$ cat config.mk
export PLATFORM = sky130hd
export DESIGN_NAME = proj_errmon_flat
export DESIGN_NICKNAME = d
export VERILOG_FILES = /design/src/rtl/proj_errmon_if.sv /design/src/rtl/proj_errmon.sv /design/src/flat_wrapper.sv
export SDC_FILE = /design/constraint.sdc
export NUM_CORES = 1
export LEC_CHECK = 0
export CAP_MARGIN = 20
export CORE_UTILIZATION = 52
export CTS_CLUSTER_SIZE = 10
export DETAILED_ROUTE_END_ITERATION = 10
export PLACE_DENSITY = 0.8
export SLEW_MARGIN = 10
export SYNTH_ARGS = -nofsm -noshare
export SYNTH_HDL_FRONTEND = slang
export SYNTH_SLANG_ARGS = --single-unit
$ cat constraint.sdc
create_clock -name clk -period 7.1 [get_ports clk]
set_input_delay 1.42 -clock clk [delete_from_list [all_inputs] [get_ports clk]]
set_output_delay 1.42 -clock clk [all_outputs]
set_load 0.1 [all_outputs]
$ cat src/rtl/proj_errmon_if.sv
// Status bundle between the lane bench and the error monitor: lane counters/flags in,
// accumulated error status out.
interface proj_errmon_if #(
    parameter int L  = 4,
    parameter int EW = 8,
    parameter int LW = 2,
    parameter int TW = 16
);
    logic              clr;
    logic [L*EW-1:0]   errcntrs;
    logic [L-1:0]      errflgs;
    logic [TW-1:0]     total;
    logic [L-1:0]      sticky;
    logic              firstvld;
    logic [LW-1:0]     firstlane;
    logic              alarm;

    modport master (
        output clr, errcntrs, errflgs,
        input  total, sticky, firstvld, firstlane, alarm
    );

    modport slave (
        input  clr, errcntrs, errflgs,
        output total, sticky, firstvld, firstlane, alarm
    );
endinterface

$ cat src/rtl/proj_errmon.sv
// Lane error monitor: saturating total of lane counter increments, per-lane sticky flags,
// first-failing-lane capture and a latched threshold alarm.
module proj_errmon #(
    parameter int L   = 4,
    parameter int EW  = 8,
    parameter int LW  = 2,
    parameter int TW  = 16,
    parameter int THR = 1
) (
    input  logic         clk,
    input  logic         rst,
    proj_errmon_if.slave mon
);
    localparam int SW = EW + LW;

    typedef enum logic [1:0] {
        PRIME = 2'd0,
        RUN   = 2'd1,
        TRIP  = 2'd2
    } state_t;

    state_t          state;
    logic [EW-1:0]   prev [L];
    logic [TW-1:0]   total_r;
    logic [L-1:0]    sticky_r;
    logic            firstvld_r;
    logic [LW-1:0]   firstlane_r;
    logic            alarm_r;

    logic [EW-1:0]   delta [L];
    logic [L-1:0]    hit;
    logic [SW-1:0]   lane_sum;
    logic [LW-1:0]   first_idx;
    logic            found;
    logic [TW-1:0]   next_total;

    // Widen to TW+1 so the carry out shows overflow; clamp instead of wrapping.
    function automatic logic [TW-1:0] sat_add(input logic [TW-1:0] acc,
                                              input logic [SW-1:0] inc);
        logic [TW:0] wide;
        wide = {1'b0, acc} + (TW+1)'(inc);
        return wide[TW] ? {TW{1'b1}} : wide[TW-1:0];
    endfunction

    always_comb begin
        lane_sum  = '0;
        hit       = '0;
        first_idx = '0;
        found     = 1'b0;
        for (int i = 0; i < L; i++) begin
            // Modular difference absorbs a lane counter wrapping between samples.
            delta[i] = mon.errcntrs[i*EW +: EW] - prev[i];
            hit[i]   = (delta[i] != '0) | mon.errflgs[i];
            lane_sum = lane_sum + SW'(delta[i]);
            if (hit[i] && !found) begin
                first_idx = LW'(i);
                found     = 1'b1;
            end
        end
        next_total = sat_add(total_r, lane_sum);
    end

    always_ff @(posedge clk) begin
        if (rst || mon.clr) begin
            state       <= PRIME;
            total_r     <= '0;
            sticky_r    <= '0;
            firstvld_r  <= 1'b0;
            firstlane_r <= '0;
            alarm_r     <= 1'b0;
            for (int i = 0; i < L; i++) prev[i] <= '0;
        end else begin
            case (state)
                PRIME: begin
                    // Take a baseline of whatever the lanes hold; nothing is counted yet.
                    for (int i = 0; i < L; i++) prev[i] <= mon.errcntrs[i*EW +: EW];
                    state <= RUN;
                end
                RUN, TRIP: begin
                    for (int i = 0; i < L; i++) prev[i] <= mon.errcntrs[i*EW +: EW];
                    total_r  <= next_total;
                    sticky_r <= sticky_r | hit;
                    if (!firstvld_r && (hit != '0)) begin
                        firstvld_r  <= 1'b1;
                        firstlane_r <= first_idx;
                    end
                    if (next_total >= TW'(THR)) begin
                        alarm_r <= 1'b1;
                        state   <= TRIP;
                    end
                end
                default: state <= PRIME;
            endcase
        end
    end

    assign mon.total     = total_r;
    assign mon.sticky    = sticky_r;
    assign mon.firstvld  = firstvld_r;
    assign mon.firstlane = firstlane_r;
    assign mon.alarm     = alarm_r;
endmodule

$ cat src/flat_wrapper.sv
// flat-port wrapper written by rule: the top's interface ports become plain ports
module proj_errmon_flat 
#(
    parameter int L   = 4,
    parameter int EW  = 8,
    parameter int LW  = 2,
    parameter int TW  = 16,
    parameter int THR = 1
)
  (clk, rst, mon_clr, mon_errcntrs, mon_errflgs, mon_total, mon_sticky, mon_firstvld, mon_firstlane, mon_alarm);
  proj_errmon_if #(.L(L), .EW(EW), .LW(LW), .TW(TW)) mon_i ();
  input  logic clk;
  input  logic rst;
  input wire logic [$bits(mon_i.clr)-1:0] mon_clr;
  input wire logic [$bits(mon_i.errcntrs)-1:0] mon_errcntrs;
  input wire logic [$bits(mon_i.errflgs)-1:0] mon_errflgs;
  output wire logic [$bits(mon_i.total)-1:0] mon_total;
  output wire logic [$bits(mon_i.sticky)-1:0] mon_sticky;
  output wire logic [$bits(mon_i.firstvld)-1:0] mon_firstvld;
  output wire logic [$bits(mon_i.firstlane)-1:0] mon_firstlane;
  output wire logic [$bits(mon_i.alarm)-1:0] mon_alarm;
  assign mon_i.clr = mon_clr;
  assign mon_i.errcntrs = mon_errcntrs;
  assign mon_i.errflgs = mon_errflgs;
  assign mon_total = mon_i.total;
  assign mon_sticky = mon_i.sticky;
  assign mon_firstvld = mon_i.firstvld;
  assign mon_firstlane = mon_i.firstlane;
  assign mon_alarm = mon_i.alarm;
  proj_errmon #(.L(L), .EW(EW), .LW(LW), .TW(TW), .THR(THR)) u_core (.clk(clk), .rst(rst), .mon(mon_i));
endmodule
======== Word level (Yosys, flattened, before mapping) ========
Memory sizes are Yosys's and may differ from the RTL's.
Index checks and enable logic that the tools add are counted.
operators by class
  $add $sub $neg .......................... 8
  order comparisons ....................... 1
  equality and inequality tests ........... 3
  mux-type cells .......................... 25
  bitwise logic cells ..................... 13
  reduce and logical (&&, ||, !) cells .... 18
operators with widths
  kind                   number
  $mux W8                8
  $reduce_bool A8 Y1     4
  $sub A8 B8 Y8          4
  $add A10 B8 Y10        2
  $add A16 B10 Y17       1
  $ge A16 B1 Y1 const B  1
  $mux W16               1
  $mux W1                12
  $or A1 B1 Y1           12
  $add A8 B8 Y9          1
  $mux W2                3
  $logic_and A1 B1 Y1    4
  $logic_not A1 Y1       4
  $or A4 B4 Y4           1
  $pmux W2 S2            1
  $reduce_and A2 Y1      2
  $reduce_bool A4 Y1     1
  $eq A2 B1 Y1 const B   1
  $eq A2 B2 Y1 const B   1
  $logic_not A2 Y1       1
  $ne A2 B1 Y1 const B   1
  $reduce_or A2 Y1       1
  $logic_or A1 B1 Y1     1
word-level totals
  register bits ........................... 26
  bits in writable memories ............... 32
  bits of input ports ..................... 39
  output and inout port bits .............. 24
  memories ................................ 1
memories
  memory       depth  bits a word  read ports  clocked after Yosys merged registers in  wr ports  line               RTL
  u_core.prev  4      8            4           0                                        4         proj_errmon.sv:23  logic [EW-1:0] prev [L];

======== Depth between registers and ports, before layout ========
An unclocked memory read counts as a cell.
  depth after elaboration ................. 14
  depth in mapped cells ................... 31
  gate-level depth less buffers ........... 30

======== Worst setup path after synthesis ========
OpenSTA, ideal clock, no wires.
  path type ............................... input port to flip-flop
  start ................................... input mon_errcntrs[8]
  end ..................................... register u_core.state[0]
  arrival time ............................ 6.718 ns
  setup slack ............................. 0.255 ns
  cell stages on the path ................. 27
  cell sequence ........................... inv_1 ha_1 inv_1 fa_1 fa_1 a21o_1 a21oi_1 a21oi_1 maj3_1 xnor2_1 fa_1 inv_1 ha_1 a21oi_1 nor2b_1 o21ai_0 nand2b_1 ha_1 clkbuf_1 nor2_1 a2111oi_0 a21oi_1 nor4_1 and4_1 nand4_1 mux2i_1 nor2_1
on the way
  word-level cells in the longest chain between the ends .. 8
ends and longest elaborated chain
  element                        line                RTL
  from (decl)                    flat_wrapper.sv:15  input wire logic [$bits(mon_i.errcntrs)-1:0] mon_errcntrs;
  $sub A8 B8 Y8                  proj_errmon.sv:52   delta[i] = mon.errcntrs[i*EW +: EW] - prev[i];
  $add A8 B8 Y9                  proj_errmon.sv:54   lane_sum = lane_sum + SW'(delta[i]);
  $add A10 B8 Y10 (2 in series)  proj_errmon.sv:54
  $add A16 B10 Y17               proj_errmon.sv:41   wide = {1'b0, acc} + (TW+1)'(inc);
  $mux W16                       proj_errmon.sv:42   return wide[TW] ? {TW{1'b1}} : wide[TW-1:0];
  $ge A16 B1 Y1                  proj_errmon.sv:87   if (next_total >= TW'(THR)) begin
  $ne A2 B1 Y1 (no line)         n/a
  to (signal assigned)           proj_errmon.sv:65   state <= PRIME;
  to (signal assigned)           proj_errmon.sv:89   state <= TRIP;
  to (signal assigned)           proj_errmon.sv:92   default: state <= PRIME;
  to (decl)                      proj_errmon.sv:22   state_t state;
No other way between the ends.
A chain may end at the register's enable or synchronous reset.

======== Worst setup path after layout ========
  start ................................... input mon_errcntrs[0]
  end ..................................... register u_core.state[0]
The elaborated chain is that of the path after synthesis.

==> metrics.log <==
[metrics] Initial Utilization: 0.542
[metrics] cts-stage hold buffer count: 0
[metrics] drt first pass iters: 5
[metrics] Synth Cell Area: 5030 um2
[metrics] sort of element at the end of the critical path: register
[metrics] sequential fraction of the synthesis area: 0.295
[metrics] peak supply drop: 333 uV
[metrics] cell with the largest stage delay on the worst path: sky130_fd_sc_hd__fa_1
[metrics] largest net degree at the start of global routing: 30
[metrics] count of pins over their slew limit: 0
[metrics] Bufs and invs on worst path: 8
[metrics] maximum achievable frequency: 0.146 GHz
[metrics] Distinct cells, synth: 55
[metrics] Root Buffer Master: sky130_fd_sc_hd__clkbuf_8
[metrics] wire length of the first global-routing pass: 21000 um
[metrics] Std-Cell Core Area: 9280 um2
[metrics] total wire length after detailed routing: 12800 um
[metrics] largest clock skew in the final design: 6.79 ps
[metrics] Crit Path Class: in -> reg
[metrics] die height: 100 um
[metrics] top post-synthesis cells by count: sky130_fd_sc_hd__inv_1, sky130_fd_sc_hd__ha_1, sky130_fd_sc_hd__a21oi_1, sky130_fd_sc_hd__nor2_1, sky130_fd_sc_hd__edfxtp_1
[metrics] data required time of the worst path: 7320 ps
[metrics] reg-to-reg slack, setup: 1460 ps
[metrics] most used flip-flop cell after synthesis: sky130_fd_sc_hd__edfxtp_1
[metrics] Synth warnings: 0
[metrics] syn_area_per_cell: 8.96 um2
[metrics] cell class contributing the biggest share of worst-path delay: adder cells
[metrics] total track usage: 0.265
[metrics] number of nets in the synthesized netlist: 669
[metrics] number of levels in the clock H-tree: 3
[metrics] slew at the pin with the worst max-slew slack: 997 ps
[metrics] clock network latency to the later pin of the worst-skew pair: 340 ps
[metrics] setup slack after layout: 260 ps
[metrics] First DRT Iteration DRCs: 191
[metrics] DRT antenna net count: 0
[metrics] number of antenna repair diodes: 0
[metrics] instance count on the critical path: 29
[metrics] detail-routed net length per standard cell: 16.0 um
[metrics] # setup viols final: 0
[metrics] width of the die: 100 um
[metrics] # IOs: 63
[metrics] Overflow after GRT: 0
[metrics] delay contributed by the slowest stage of the critical path: 530 ps
[metrics] signed area change from the synthesized netlist to the final layout: 28.7%
[metrics] Post-Syn Instances: 561
[metrics] LEAKAGE: 2.66 nW
[metrics] pre-CTS WS: -561 ps
[metrics] routability congestion estimate from global placement: 0.854
[metrics] Final #Nets: 772
[metrics] post-CTS clock slew at the launch and capture registers of the worst setup and hold paths: 70 ps
[metrics] number of CTS-inserted buffers: 9
[metrics] largest fanout of any net on the critical path: 4
[metrics] flip-flop and latch count after synthesis: 58
[metrics] largest cells by area after synthesis: sky130_fd_sc_hd__edfxtp_1, sky130_fd_sc_hd__ha_1, sky130_fd_sc_hd__dfxtp_1
[metrics] DRC Markers: 0
[metrics] count of vias placed by the detailed router: 4587
[metrics] Post-synth ARST share: 0
[metrics] shortest clock period the worst path allows after layout: 6840 ps
[metrics] class of the worst hold path: reg -> reg
[metrics] Final HPWL DP: 9610 um
[metrics] Worst Reg2Reg Path Length in Cells: 27
[metrics] via count of the first global-routing pass: 4657
[metrics] kind of start point of the critical path: input port
[metrics] worst hold slack: 490 ps
[metrics] standard-cell row count: 35
[metrics] cell type with the highest aggregate area in the netlist: sky130_fd_sc_hd__edfxtp_1
[metrics] number of enable flip-flop cells after synthesis: 32
[metrics] area fraction of the dominant cell type after synthesis: 0.191
[metrics] vias per inst: 5.75
[metrics] cell with the most instances after synthesis: sky130_fd_sc_hd__inv_1
[metrics] data arrival time at the worst-slack endpoint: 7060 ps
[metrics] number of failing hold endpoints at the final stage: 0
[metrics] Worst Hold Depth: 2
[metrics] count of buffers from port buffering: 62
[metrics] Sinks on Clock Net: 58
[metrics] final critical-path share of the clock period: 0.963
[metrics] relative max-transition margin: 0.334
[metrics] CTS tree: done
[metrics] count of max-cap constraint violations: 0
[metrics] run status: completed
[metrics] total die area: 10100 um2
[metrics] cell area power density: 528 nW/um2
[metrics] number of antenna violations at the first check in global routing: 0
[metrics] worst-case clock buffer depth: 2
[metrics] fraction of layout instances using a drive strength above 1: 0.157
==> tightest hold or removal path, cell delays in order (launching register included) <==
cell and delay [ps]:
sky130_fd_sc_hd__dfxtp_1 340, sky130_fd_sc_hd__a21oi_1 50, sky130_fd_sc_hd__nor2_1 70
==> metal layers <==
layer,GRT usage,share of wire
met2,0.465,0.50
met5,0,0
met4,0.107,0.024
met3,0.0376,0.041
met1,0.325,0.43
==> sequential cells by signal (all words and copies together), names as in the netlist <==
signal / count
u_core.mon.total: 16
u_core.mon.sticky: 4
u_core.mon.alarm: 1
u_core.mon.firstlane: 2
u_core.mon.firstvld: 1
u_core.prev: 32
u_core.state: 2
==> power by group <==
part           switching, W  leakage [nW]  internal, W
logic               0.00138          1.96      0.00132
registers         0.0000131         0.590     0.000377
clock network      0.000146         0.110     0.000178
total               0.00154          2.66      0.00188
==> final cells by class <==
class                   count  area (um2)
inverters                  64         240
well taps                 129         161
clock inverters             3        16.3
clock buffers              13         191
repair buffers            104         936
fillers                   743        2820
flip-flops and latches     58        1480
multi-input cells         427        3440
==> per-stage QoR <==
step | instance area (um2) | std cells | setup TNS (ps) | util | power [W]
5_1_grt | 6470 | 798 | -27.5 | 0.697 | 0.00367
3_5_place_dp | 6070 | 780 | -8150 | 0.654 | 0.00276
6_report | 6470 | 798 | 0 | 0.697 | 0.00342
4_1_cts | 6320 | 796 | 0 | 0.681 | 0.00315
3_3_place_gp | 6070 | 780 | -4140 | 0.654 | 0.00272
2_1_floorplan | 5030 | 561 | 0 | - | 0.00194
==> cells by family (layout without fill, tap and decap cells) <==
group                    count (synthesis)  count (layout)  share of synthesized area
adder cells (fa/ha/maj)                 71              71                      0.198
multiplexers                             4               4                    0.00796
AO/OA/AOI/OAI                          151             151                      0.204
buffers and inverters                   76             184                     0.0567
XOR/XNOR                                38              38                     0.0662
AND/OR/NAND/NOR                        163             163                      0.172
flip-flops                              58              58                      0.295
==> final timing paths <==
kind	start	endpoint
min	u_core.mon.sticky[0]	u_core.mon.sticky[0]
max reg2reg	u_core.prev[0][0]	u_core.state[0]
max	mon_errcntrs[0]	u_core.state[0]
min reg2reg	u_core.mon.sticky[0]	u_core.mon.sticky[0]
==> layout by cell type (no fill, tap or decap), types with 3 or more instances in the layout <==
master and instances:
sky130_fd_sc_hd__a211oi_1 4, sky130_fd_sc_hd__a21o_1 11, sky130_fd_sc_hd__a21oi_1 33, sky130_fd_sc_hd__a21oi_2 8
sky130_fd_sc_hd__a31oi_1 3, sky130_fd_sc_hd__and2_1 29, sky130_fd_sc_hd__buf_4 42, sky130_fd_sc_hd__clkbuf_8 10
sky130_fd_sc_hd__clkdlybuf4s50_1 62, sky130_fd_sc_hd__dfxtp_1 26, sky130_fd_sc_hd__edfxtp_1 32, sky130_fd_sc_hd__fa_1 12
sky130_fd_sc_hd__fa_2 3, sky130_fd_sc_hd__ha_1 49, sky130_fd_sc_hd__ha_4 3, sky130_fd_sc_hd__inv_1 62
sky130_fd_sc_hd__mux2i_1 3, sky130_fd_sc_hd__nand2_1 21, sky130_fd_sc_hd__nand2b_1 6, sky130_fd_sc_hd__nand3_1 13
sky130_fd_sc_hd__nand4_1 8, sky130_fd_sc_hd__nor2_1 34, sky130_fd_sc_hd__nor2b_1 10, sky130_fd_sc_hd__nor3_1 20
sky130_fd_sc_hd__o211ai_1 4, sky130_fd_sc_hd__o21a_1 14, sky130_fd_sc_hd__o21ai_0 24, sky130_fd_sc_hd__o21bai_1 6
sky130_fd_sc_hd__o221a_2 7, sky130_fd_sc_hd__o31a_1 5, sky130_fd_sc_hd__o31ai_1 5, sky130_fd_sc_hd__or3_1 3
sky130_fd_sc_hd__or4_1 3, sky130_fd_sc_hd__xnor2_1 20, sky130_fd_sc_hd__xnor2_2 3, sky130_fd_sc_hd__xor2_1 13
==> repair_timing <==
action                                  CTS  global route
pin swaps                                 4            20
gates resized for setup                  12            27
endpoints found under the setup margin   13            16
setup buffers                             0             2
gates cloned                              0             0
Note: power is estimated with default switching activity, not from simulation.
